===== config.mk =====
export PLATFORM = sky130hd
export DESIGN_NAME = conv2d_window_engine
export DESIGN_NICKNAME = d
export VERILOG_FILES = /design/src/rtl/conv_pkg.sv /design/src/rtl/conv_mac.sv /design/src/rtl/conv2d_window_engine.sv
export SDC_FILE = /design/constraint.sdc
export NUM_CORES = 1
export LEC_CHECK = 0
export ABC_AREA = 0
export CAP_MARGIN = 20
export CORE_UTILIZATION = 45
export CTS_CLUSTER_SIZE = 10
export DETAILED_ROUTE_END_ITERATION = 8
export PLACE_DENSITY_LB_ADDON = 0.05
export RECOVER_POWER = 25
export SYNTH_ARGS = -nofsm -noshare
export SYNTH_HDL_FRONTEND = slang
export SYNTH_SLANG_ARGS = --single-unit
export TNS_END_PERCENT = 100

===== constraint.sdc =====
create_clock -name clk -period 9.55 [get_ports clk]
set_clock_uncertainty 0.15 [all_clocks]
set_input_delay 1.91 -clock clk [delete_from_list [all_inputs] [get_ports clk]]
set_output_delay 1.91 -clock clk [all_outputs]
set_load 0.01 [all_outputs]

===== src/rtl/conv_pkg.sv =====
`default_nettype none
// ============================================================================
// Module      : conv_pkg
// Description : Shared types and helpers for the 2D convolution window engine.
//               Holds the controller state encoding, the tap-count helper and
//               the saturating adder used by the MAC.
// Revision    : 1.0 - initial release
// ============================================================================
package conv_pkg;

    typedef enum logic [1:0] {
        IDLE  = 2'd0,
        FETCH = 2'd1,
        DRAIN = 2'd2,
        HOLD  = 2'd3
    } state_t;

    // Number of multiply-accumulate taps in one window.
    function automatic int calc_taps(input int k, input int ch);
        return k * k * ch;
    endfunction

    // Adds two values that fit in w bits (w <= 64, passed sign-extended to
    // 64 bits) and clamps the sum to the signed w-bit range. The 65-bit sum
    // cannot overflow, so the clamp decision is exact.
    function automatic logic signed [63:0] sat_add(input logic signed [63:0] a,
                                                   input logic signed [63:0] b,
                                                   input int                 w);
        logic signed [64:0] s;
        logic signed [64:0] mx;
        logic signed [64:0] mn;
        s  = {a[63], a} + {b[63], b};
        mx = (65'sd1 <<< (w - 1)) - 65'sd1;
        mn = -(65'sd1 <<< (w - 1));
        if (s > mx)
            return 64'(mx);
        else if (s < mn)
            return 64'(mn);
        else
            return 64'(s);
    endfunction

endpackage
`default_nettype wire


===== src/rtl/conv_mac.sv =====
`default_nettype none
// ============================================================================
// Module      : conv_mac
// Description : Signed multiply-accumulate slice. One product per enabled
//               cycle is added to the accumulator, either wrapping or
//               saturating depending on SAT.
// Ports       : clk, rst_n      - clock, asynchronous active-low reset
//               i_clr          - synchronous clear of the accumulator
//               i_en           - accumulate i_a*i_b this cycle
//               i_a, i_b       - signed operands
//               o_acc          - accumulator value
// Revision    : 1.0 - initial release
// ============================================================================
module conv_mac
    import conv_pkg::*;
#(
    parameter int DATA_W = 16,
    parameter int ACC_W  = 32,
    parameter int SAT    = 0
) (
    input  logic                     clk,
    input  logic                     rst_n,
    input  logic                     i_clr,
    input  logic                     i_en,
    input  logic signed [DATA_W-1:0] i_a,
    input  logic signed [DATA_W-1:0] i_b,
    output logic signed [ACC_W-1:0]  o_acc
);

    logic signed [2*DATA_W-1:0] w_prod;
    logic signed [ACC_W-1:0]    w_prod_ext;
    logic signed [ACC_W-1:0]    w_next;
    logic signed [ACC_W-1:0]    r_acc;

    assign w_prod     = i_a * i_b;
    assign w_prod_ext = ACC_W'(w_prod);

    generate
        if (SAT != 0) begin : g_sat
            assign w_next = ACC_W'(sat_add(64'(w_prod_ext), 64'(r_acc), ACC_W));
        end else begin : g_wrap
            assign w_next = w_prod_ext + r_acc;
        end
    endgenerate

    always_ff @(posedge clk or negedge rst_n) begin
        if (!rst_n)
            r_acc <= '0;
        else if (i_clr)
            r_acc <= '0;
        else if (i_en)
            r_acc <= w_next;
    end

    assign o_acc = r_acc;

endmodule
`default_nettype wire


===== src/rtl/conv2d_window_engine.sv =====
`default_nettype none
// ============================================================================
// Module      : conv2d_window_engine
// Description : Computes one output pixel as the signed dot product of a
//               K x K x CH kernel with the matching image window, reading
//               external synchronous memories (1-cycle latency).
// Ports       : start/relu_en/base_addr_k/base_addr_d - window request
//               k_addr/d_addr, k_data/d_data         - memory read ports
//               out_pix/out_valid/out_ack            - result handshake
//               busy, done                           - status
// Revision    : 1.0 - initial release
// ============================================================================
module conv2d_window_engine
    import conv_pkg::*;
#(
    parameter int DATA_W  = 16,
    parameter int ACC_W   = 32,
    parameter int K       = 3,
    parameter int CH      = 1,
    parameter int IMG_W   = 64,
    parameter int IMG_H   = 64,
    parameter int KADDR_W = 10,
    parameter int DADDR_W = 16,
    parameter int SAT     = 0
) (
    input  logic               clk,
    input  logic               rst_n,
    input  logic               start,
    input  logic               relu_en,
    input  logic [KADDR_W-1:0] base_addr_k,
    input  logic [DADDR_W-1:0] base_addr_d,
    output logic [KADDR_W-1:0] k_addr,
    output logic [DADDR_W-1:0] d_addr,
    input  logic [DATA_W-1:0]  k_data,
    input  logic [DATA_W-1:0]  d_data,
    output logic [ACC_W-1:0]   out_pix,
    output logic               out_valid,
    input  logic               out_ack,
    output logic               busy,
    output logic               done
);

    localparam int c_KW = (K  > 1) ? $clog2(K)  : 1;
    localparam int c_CW = (CH > 1) ? $clog2(CH) : 1;
    localparam logic [c_KW-1:0]    c_KLAST = c_KW'(K - 1);
    localparam logic [c_CW-1:0]    c_CLAST = c_CW'(CH - 1);
    localparam logic [DADDR_W-1:0] c_ROW   = DADDR_W'(IMG_W);
    localparam logic [DADDR_W-1:0] c_PLANE = DADDR_W'(IMG_W * IMG_H);

    state_t r_state, w_next_state;

    logic [c_CW-1:0]    r_c;
    logic [c_KW-1:0]    r_r;
    logic [c_KW-1:0]    r_col;
    logic [KADDR_W-1:0] r_k_addr;
    logic [DADDR_W-1:0] r_d_addr;
    logic [DADDR_W-1:0] r_row_base;   // data address of (c, r, 0)
    logic [DADDR_W-1:0] r_chan_base;  // data address of (c, 0, 0)
    logic               r_relu;
    logic               r_dv;         // memory data for an issued tap is on k_data/d_data
    logic [ACC_W-1:0]   r_out_pix;
    logic               r_out_valid;
    logic               r_done;

    logic                    w_accept;
    logic                    w_last;
    logic                    w_finish;
    logic                    w_ack;
    logic signed [ACC_W-1:0] w_acc;

    assign w_accept = (r_state == IDLE) && start;
    assign w_last   = (r_c == c_CLAST) && (r_r == c_KLAST) && (r_col == c_KLAST);
    // DRAIN lasts until the final product has landed in the accumulator.
    assign w_finish = (r_state == DRAIN) && !r_dv;
    assign w_ack    = (r_state == HOLD) && out_ack;

    always_ff @(posedge clk or negedge rst_n) begin
        if (!rst_n)
            r_state <= IDLE;
        else
            r_state <= w_next_state;
    end

    always_comb begin
        w_next_state = r_state;
        case (r_state)
            IDLE:    if (start)    w_next_state = FETCH;
            FETCH:   if (w_last)   w_next_state = DRAIN;
            DRAIN:   if (!r_dv)    w_next_state = HOLD;
            HOLD:    if (out_ack)  w_next_state = IDLE;
            default:               w_next_state = IDLE;
        endcase
    end

    // Tap walk: the tap-0 address is loaded on acceptance, then one tap per
    // FETCH cycle. Data addresses step by 1, by a row pitch or by a plane.
    always_ff @(posedge clk or negedge rst_n) begin
        if (!rst_n) begin
            r_c         <= '0;
            r_r         <= '0;
            r_col       <= '0;
            r_k_addr    <= '0;
            r_d_addr    <= '0;
            r_row_base  <= '0;
            r_chan_base <= '0;
            r_relu      <= 1'b0;
        end else if (w_accept) begin
            r_c         <= '0;
            r_r         <= '0;
            r_col       <= '0;
            r_k_addr    <= base_addr_k;
            r_d_addr    <= base_addr_d;
            r_row_base  <= base_addr_d;
            r_chan_base <= base_addr_d;
            r_relu      <= relu_en;
        end else if ((r_state == FETCH) && !w_last) begin
            r_k_addr <= r_k_addr + KADDR_W'(1);
            if (r_col != c_KLAST) begin
                r_col    <= r_col + c_KW'(1);
                r_d_addr <= r_d_addr + DADDR_W'(1);
            end else if (r_r != c_KLAST) begin
                r_col      <= '0;
                r_r        <= r_r + c_KW'(1);
                r_d_addr   <= r_row_base + c_ROW;
                r_row_base <= r_row_base + c_ROW;
            end else begin
                r_col       <= '0;
                r_r         <= '0;
                r_c         <= r_c + c_CW'(1);
                r_d_addr    <= r_chan_base + c_PLANE;
                r_row_base  <= r_chan_base + c_PLANE;
                r_chan_base <= r_chan_base + c_PLANE;
            end
        end
    end

    always_ff @(posedge clk or negedge rst_n) begin
        if (!rst_n) begin
            r_dv        <= 1'b0;
            r_out_pix   <= '0;
            r_out_valid <= 1'b0;
            r_done      <= 1'b0;
        end else begin
            r_dv   <= (r_state == FETCH);
            r_done <= w_ack;
            if (w_finish) begin
                r_out_valid <= 1'b1;
                r_out_pix   <= (r_relu && w_acc[ACC_W-1]) ? '0 : w_acc;
            end else if (w_ack) begin
                r_out_valid <= 1'b0;
            end
        end
    end

    conv_mac #(
        .DATA_W (DATA_W),
        .ACC_W  (ACC_W),
        .SAT    (SAT)
    ) u_mac (
        .clk   (clk),
        .rst_n (rst_n),
        .i_clr (w_accept),
        .i_en  (r_dv),
        .i_a   (k_data),
        .i_b   (d_data),
        .o_acc (w_acc)
    );

    assign k_addr    = r_k_addr;
    assign d_addr    = r_d_addr;
    assign out_pix   = r_out_pix;
    assign out_valid = r_out_valid;
    assign busy      = (r_state != IDLE);
    assign done      = r_done;

endmodule
`default_nettype wire


==> impl_metrics.toml <==
[placed_design]
port_buffers = 123
placed_cells = 2383
dp_hpwl_mm = 32.92
pre_cts_slack_ns = 0.7008
post_dp_cell_area_um2 = 18630
globalplace.congestion = 0.8301

[setup_path]
r2r_end = "u_mac.o_acc[23]"
required_ns = 9.72
r2r-start = "u_mac.o_acc[15]"
startpoint_type = "input pin"
cp.arrival_ns = 8.62
r2r_cells = 18
cp_max_fo = 16
crit_type = "input pin to flop"
end_kind = "flop"
rrSetupSlack_ns = 4.28

[timing]
relSlewSlack_pct = -183.4
fin_ws_ns = 1.100
post-route-period-util_pct = 88.48
min_period_ns = 8.450
rsz0062_at_grt = "no"
finalSetupTns_ns = 0
finalSetupViolations = 0
max_freq_mhz = 118.3
slew_violations = 112
worst_pin_slew_ns = 4.250
final-hold-violation-count = 0

[yosys]
synth_cell_types = 57
synth.top_cell.area_share_pct = 34.49
yosys.area.top_type = "fa_1"
netlist_area_um2 = 16950
avgSynthCellArea_um2 = 9.363
syn-num-nets = 2272
yosysWarningCount = 0
synthArstFlopShare_pct = 100.0
ys.flop_type = "dfrtp_1"
synth_most_common_cell = "inv_1"
syn_inst = 1810
netlist_top_cells_area = "fa_1 34%, dfrtp_1 20%, ha_1 7.9%"
synth_edf_count = 0
synthTopCellsByCount = "344 x inv_1, 292 x fa_1, 249 x nand2_1"
seq_area_frac_synth_pct = 19.64
ys_ff_latch = 133

[cts]
clk_path_buf_depth = 2
cts_resized = 0
clkSinkCount = 133
cts_buffers = 17
postCtsHoldBufs = 0
cts_post_setup_buffers_inserted = 0
cts_root_buffer = "clkbuf_16"
clk_pin_slew_ns = 0.06
cts_tree = "done"
htreeDepth = 4
insertion_delay_ns = 0.42

[global_routing]
grt_max_degree = 77
antenna_found_initial = 0
gr-usage-all-layers_pct = 22.69
grt_pass1_vias = 13000
grt_first_pass_wirelength_mm = 68.56
grt_overflow = 0

[layout]
final_area_um2 = 19240
diodes = 0
syn2layout_area_growth_pct = 13.54
fin_cells = 2414
final_nets = 2360
drive_above_1_share_pct = 3.298

[flow_run]
cap_violations = 2

[worst_hold_path]
holdCritStartpoint = "r_chan_base[8]"
hold_path_end = "r_chan_base[8]"
hold_depth = 2
hp-class = "flop to flop"

[route]
drt_iter0_drc = 550
drc = 0
drtAntennaViolNets = 0
vias = 12470
routed_wl_mm = 41.08
wl_per_cell_um = 17.02
viasPerCell = 5.165
dr.pass1.iters = 5

[floorplanning]
die_w_um = 196.1
fp.coreArea_um2 = 36870
num_rows = 70
dieArea_um2 = 38440
die_h_um = 196.1
ioPinCount = 124
start_util_pct = 45.96

[status]
violations = "capacitance limit, slew limit"
status = "complete, but fails checks"
final cells by class:
class / count / area, um^2
Multi-Input combinational cell: 1263 / 12030
Tap cell: 504 / 630.6
Fill cell: 3512 / 17630
Sequential cell: 133 / 3328
Clock inverter: 13 / 182.7
Inverter: 344 / 1291
Timing Repair Buffer: 139 / 1341
Clock buffer: 18 / 439.2
metal layers:
metal / vias to the layer above / track usage (%) / wire length [um]
met1: 6469 / 31.34 / 18520
met4: 0 / 4.948 / 680
met5: - / 0 / 0
met2: 172 / 38.70 / 20990
li1: 5790 / - / -
met3: 37 / 2.286 / 891
cells in the final DEF (no fill, tap or decap), types with 8 or more instances in the layout:
cell type	n
a211oi_1	8
a21o_1	10
a21oi_1	69
a22o_1	31
a31oi_1	14
and2_1	124
and3_1	10
buf_4	15
clkbuf_16	17
clkdlybuf4s50_1	122
dfrtp_1	133
fa_1	292
ha_1	107
inv_1	344
mux2i_1	22
nand2_1	248
nand2b_1	10
nand3_1	25
nor2_1	83
nor3_1	10
o21ai_0	65
xnor2_1	35
xor2_1	22
per-stage QoR:
step                      hold slack (ns)  util, %
after global routing               0.3470    52.19
after global placement             0.3094    50.53
after floorplan                    0.2906        -
final                              0.3206    52.19
after CTS                          0.3232    52.22
after detailed placement           0.3086    50.53
worst max-delay path, cell delays in order:
cell and delay (ns):
clkdlybuf4s50_1 0.76, nand2_1 0.33, inv_1 0.10, fa_1 0.74, inv_1 0.11, fa_1 0.53
inv_1 0.30, fa_1 0.51, fa_1 0.51, fa_1 0.49, inv_1 0.05, fa_1 0.47
inv_1 0.04, ha_1 0.20, a2111oi_0 0.35, o21ai_0 0.16, a31oi_1 0.26, o21a_1 0.16
o31a_1 0.21, a21oi_1 0.12, o41ai_2 0.29
registers in the layout (all words and copies together), names as in the netlist:
| register | count |
|---|---|
| r_chan_base | 16 |
| r_c | 1 |
| r_relu | 1 |
| out_pix | 32 |
| r_row_base | 16 |
| k_addr | 10 |
| u_mac.o_acc | 32 |
| r_r | 2 |
| done | 1 |
| r_col | 2 |
| out_valid | 1 |
| r_dv | 1 |
| d_addr | 16 |
| r_state | 2 |
worst max-delay path by stage:
stage | from | endpoint | slack (ns) | cells past startpoint
after floorplan | d_data[1] | u_mac.o_acc[30] | 1.97 | 22
after global placement | d_data[1] | u_mac.o_acc[28] | 0.85 | 22
after detailed placement | d_data[1] | u_mac.o_acc[30] | 0.70 | 21
after CTS | d_data[1] | u_mac.o_acc[30] | 1.13 | 21
after global routing | d_data[1] | u_mac.o_acc[30] | 0.65 | 22
final | d_data[1] | u_mac.o_acc[30] | 1.10 | 21
cells by family after synthesis:
logic type	synth area share [%]
simple gates	14.54
buf+inv	9.428
fa+ha+maj	42.39
compound gates	9.694
flops	19.64
xor+xnor	2.946
mux	1.366
Power is left out: the tool's default activity adds up to more than one toggle a clock period on the data nets, which glitch-free logic cannot reach.
